[config.mk]
export PLATFORM = sky130hd
export DESIGN_NAME = serial_deserializer
export DESIGN_NICKNAME = d
export VERILOG_FILES = /design/src/rtl/serial_deserializer.sv
export SDC_FILE = /design/constraint.sdc
export NUM_CORES = 1
export LEC_CHECK = 0
export CAP_MARGIN = 20
export CORE_ASPECT_RATIO = 0.9
export CORE_UTILIZATION = 41
export CTS_BUF_LIST = sky130_fd_sc_hd__clkbuf_4 sky130_fd_sc_hd__clkbuf_8
export CTS_CLUSTER_SIZE = 40
export DETAILED_ROUTE_END_ITERATION = 16
export PLACE_DENSITY = 0.77
export SYNTH_ARGS = -nofsm -noshare
export SYNTH_HDL_FRONTEND = slang
export SYNTH_SLANG_ARGS = --single-unit
[constraint.sdc]
create_clock -name inClk -period 1.2 [get_ports inClk]
set_input_delay 0.12 -clock inClk [delete_from_list [all_inputs] [get_ports inClk]]
set_output_delay 0.12 -clock inClk [all_outputs]
set_load 0.005 [all_outputs]
[src/rtl/serial_deserializer.sv]
// serial_deserializer
//   Collects the registered serial bit stream from the upstream input flop into
//   WIDTH-bit words and offers each finished word on a valid/ready handshake.
//   A word that finishes while the previous one is still unaccepted is dropped,
//   and the sticky overrun flag is raised.
//
// Parameters
//   WIDTH      word width in bits (2..32)
//   MSB_FIRST  1: first received bit lands in outData[WIDTH-1]
//              0: first received bit lands in outData[0]
//
// Ports
//   inClk       clock, rising edge
//   inRst       synchronous active-high reset
//   inD         serial data bit
//   inEn        qualifies inD; a bit is consumed only when high
//   inSync      start-of-word marker; drops any partial word
//   inReady     downstream accepts outData when outValid is also high
//   outData     completed word, stable while outValid is high
//   outValid    a completed word is held on outData
//   outBusy     partial word in progress (combinational from the bit counter)
//   outOverrun  sticky, a completed word was dropped

module serial_deserializer #(
    parameter int unsigned WIDTH     = 8,
    parameter bit          MSB_FIRST = 1'b1
) (
    input  logic             inClk,
    input  logic             inRst,
    input  logic             inD,
    input  logic             inEn,
    input  logic             inSync,
    input  logic             inReady,
    output logic [WIDTH-1:0] outData,
    output logic             outValid,
    output logic             outBusy,
    output logic             outOverrun
);

    localparam int unsigned CNT_W = $clog2(WIDTH) + 1;
    localparam logic [CNT_W-1:0] CNT_LAST = CNT_W'(WIDTH - 1);
    localparam logic [CNT_W-1:0] CNT_ONE  = CNT_W'(1);

    logic [WIDTH-1:0] sr;
    logic [WIDTH-1:0] srNext;
    logic [WIDTH-1:0] shifted;
    logic [CNT_W-1:0] cnt;
    logic [CNT_W-1:0] cntNext;
    logic [WIDTH-1:0] dataNext;
    logic             validNext;
    logic             overrunNext;
    logic             wordDone;

    // Shift register with the incoming bit already merged in; the completed
    // word is taken from here so it includes the bit sampled on this edge.
    always_comb begin
        shifted = sr;
        if (MSB_FIRST) begin
            shifted = {sr[WIDTH-2:0], inD};
        end else begin
            shifted = {inD, sr[WIDTH-1:1]};
        end
    end

    // Bit intake, word completion, resync and output handshake.
    always_comb begin
        srNext      = sr;
        cntNext     = cnt;
        dataNext    = outData;
        validNext   = outValid;
        overrunNext = outOverrun;
        wordDone    = 1'b0;

        if (inEn) begin
            srNext = shifted;
            if (inSync) begin
                // Current bit starts a fresh word; stale bits in sr are
                // shifted out before this word completes.
                cntNext = CNT_ONE;
            end else if (cnt == CNT_LAST) begin
                wordDone = 1'b1;
                cntNext  = '0;
            end else begin
                cntNext = cnt + CNT_ONE;
            end
        end else if (inSync) begin
            cntNext = '0;
        end

        if (wordDone) begin
            if (!outValid || inReady) begin
                dataNext  = shifted;
                validNext = 1'b1;
            end else begin
                overrunNext = 1'b1;
            end
        end else if (outValid && inReady) begin
            validNext = 1'b0;
        end
    end

    // State registers.
    always_ff @(posedge inClk) begin
        if (inRst) begin
            sr         <= '0;
            cnt        <= '0;
            outData    <= '0;
            outValid   <= 1'b0;
            outOverrun <= 1'b0;
        end else begin
            sr         <= srNext;
            cnt        <= cntNext;
            outData    <= dataNext;
            outValid   <= validNext;
            outOverrun <= overrunNext;
        end
    end

    assign outBusy = (cnt != '0);

endmodule
==> run summary <==
Outcome: finished with violations
Failing checks: setup timing
Worst skew pair latency: 0.30 ns
Switching Power: 283 µW
First-pass GRT wire length: 2850 µm
Largest stage delay on the critical path: 0.36 ns
CTS root buf: clkbuf_4
Post-Syn Instances: 91
Fin cells: 147
Mapped cell area: 910 µm²
Total global-route track usage: 0.165
Nets: 131
Global placement routability congestion: 0.826
Layout filler cell count: 165
Vias in the first global route: 655
Startpoint types: register
Prevailing post-synth register cell: dfxtp_1
Worst Path Required: 1.44 ns
Hold/Removal Path Class: primary input to register
Leakage: 0.524 nW
EDFF count, synth: 0
Num rows: 15
CTS tree: built
Area Overhead vs Synth: 41.3%
Synth warn: 0
Critical path data arrival time: 1.64 ns
Unrepaired setup endpoints after global routing: true
Core Region: 2010 µm²
Avg Cell Area, Syn: 10.0 µm²
Final instance area: 1280 µm²
Worst path cell trace: buf_6 > ha_4 > nor3b_4 > and4_4 > mux2i_1
Die Height: 46.7 µm
Slew HR: 0.862
Global route overflow: 0
WHS Path Cells: 3
H-tree Lvls: 1
Top post-synthesis cells by area: dfxtp_1, mux2i_1, nand2b_1, nor2_1, ha_1
Flop pwr share: 0.595
Number of CTS-inserted buffers: 3
Critical path's top delay family: simple AND/OR/NAND/NOR gates
Final setup fails: 12
FFs w/ async S/R, synth: 0
Internal power: 909 µW
Routed wire length: 1740 µm
Final WS setup: -0.202 ns
DP Wirelength: 1130 µm
Synth unique cells: 23
MaxCap Viol Count: 0
Pin count of the biggest net entering global routing: 31
Synth area leader: dfxtp_1
Initial Util: 0.453
R2R depth: 5
DRT Pass-1 Iters: 4
DIE AREA: 2410 µm²
Final period util: 1.17
Layout Utilization: 0.640
Drt initial violations: 10
Launch point of the worst path: cnt[1]
Cells after DPL: 136
Syn nets: 99
Max Fclk: 0.713 GHz
Ports: 17
CTS Sinks: 21
Sequential cell area: 435 µm²
Antenna Cells: 0
WHS: 0.400 ns
Share of cells above drive strength 1: 0.311
Share of power burned in the clock network: 0.290
WP buf/inv: 1
Port bufs: 16
Min-Delay Startpoint: inD
Post-DP Area: 1180 µm²
Worst r2r src: cnt[1]
Final Hold Vio Count: 0
Worst Setup End Kind: register
Initial antenna violation count: 0
Vias: 699
Clock Pin Slew Worst Setup and Hold Paths: 0.12 ns
Peak fanout along the critical path: 8
Clock Path Buffers: 2
Cts hold-fix bufs: 0
Worst slew pin tran: 0.207 ns
Register area share after synthesis: 0.462
Tmin final: 1.40 ns
Slew Viols, Final: 0
Vias per cell: 4.76
Multi-input logic area: 489 µm²
Synth Register Bits: 21
Final ANT Viol Nets: 0
Pwr dens: 928 nW/µm²
Setup Skew: 0.00384 ns
Worst VDD drop: 521 µV
Mean routed wirelength per cell: 11.8 µm
Top-count cell post-synth: dfxtp_1
Slowest cell on crit path: dfxtp_4
Die W: 51.7 µm
Share of the synthesized area in the top cell type: 0.462
Synth top cells by count: dfxtp_1, nand2b_1, mux2i_1, nor2_1, nand2_1
Residual DRC: 0
CP Depth: 5
Sw frac: 0.238
Comb pwr share: 0.115
Crit path kind: register to register
[final timing paths]
path / slack, ns / endpoint
setup / recovery: -0.20 / outData[4]
hold / removal: 0.40 / outData[0]
setup reg to reg: -0.20 / outData[4]
hold reg to reg: 0.46 / outOverrun
[sequential cells by signal (all words and copies together) (netlist names)]
register / count
outData: 8
sr: 7
outValid: 1
outOverrun: 1
cnt: 4
[repair_timing]
action	in CTS	in global routing
setup endpoints to repair	19	13
buffers inserted	6	2
gates resized for setup	25	4
pin swaps	3	4
gates cloned	0	0
[area by class of cell]
cell class,count,area share
flip-flops and latches,21,0.339
repair buffers,32,0.227
multi-input cells,63,0.381
inverters,2,0.00779
well taps,25,0.0243
clock buffers,3,0.0175
clock inverters,1,0.00389
[worst register-to-register path, stage by stage, from the launching register on]
cell and delay, ns:
dfxtp_4 0.36, buf_6 0.10, ha_4 0.13, nor3b_4 0.18
and4_4 0.34, mux2i_1 0.23
[routing by layer]
| metal | vias to the layer above | wire length (µm) | global-route usage |
|---|---|---|---|
| li1 | 367 | - | - |
| met1 | 320 | 879 | 0.218 |
| met2 | 10 | 797 | 0.262 |
| met3 | 2 | 38 | 0.0198 |
| met4 | 0 | 19 | 0.0973 |
| met5 | - | 0 | 0 |
[logic make-up after synthesis]
group                    synth area share
AO/OA/AOI/OAI                      0.0344
XOR/XNOR                          0.00963
adder cells (fa/ha/maj)            0.0275
buffers and inverters              0.0426
flip-flops                          0.462
multiplexers                        0.176
AND/OR/NAND/NOR                     0.248
[per-stage QoR]
step	power [mW]	worst slack, ns	TNS, ns
global route	1.25	-0.285	-2.71
detailed placement	0.837	-0.231	-2.58
finish	1.19	-0.202	-1.83
CTS	1.19	-0.219	-1.90
floorplan	0.780	-0.0220	-0.176
global placement	0.833	-0.178	-2.08
[power by group through the flow]
stage	clock (mW)	sequential (mW)	combinational, mW
CTS	0.358	0.709	0.124
finish	0.346	0.709	0.138
floorplan	0	0.728	0.0525
global placement	0	0.729	0.104
detailed placement	0	0.730	0.106
global route	0.387	0.711	0.148
[cell usage in the layout, fill, tap and decap left out, types with 2 or more instances in the layout]
cell / n
buf_4: 13
buf_6: 2
clkbuf_4: 3
clkdlybuf4s50_1: 7
dfxtp_1: 11
dfxtp_2: 9
dlygate4sd2_1: 8
ha_4: 2
mux2i_1: 16
nand2_1: 4
nand2b_1: 18
nand3_1: 2
nor2_1: 8
nor3_1: 2
Power figures use the tool's default switching activity.
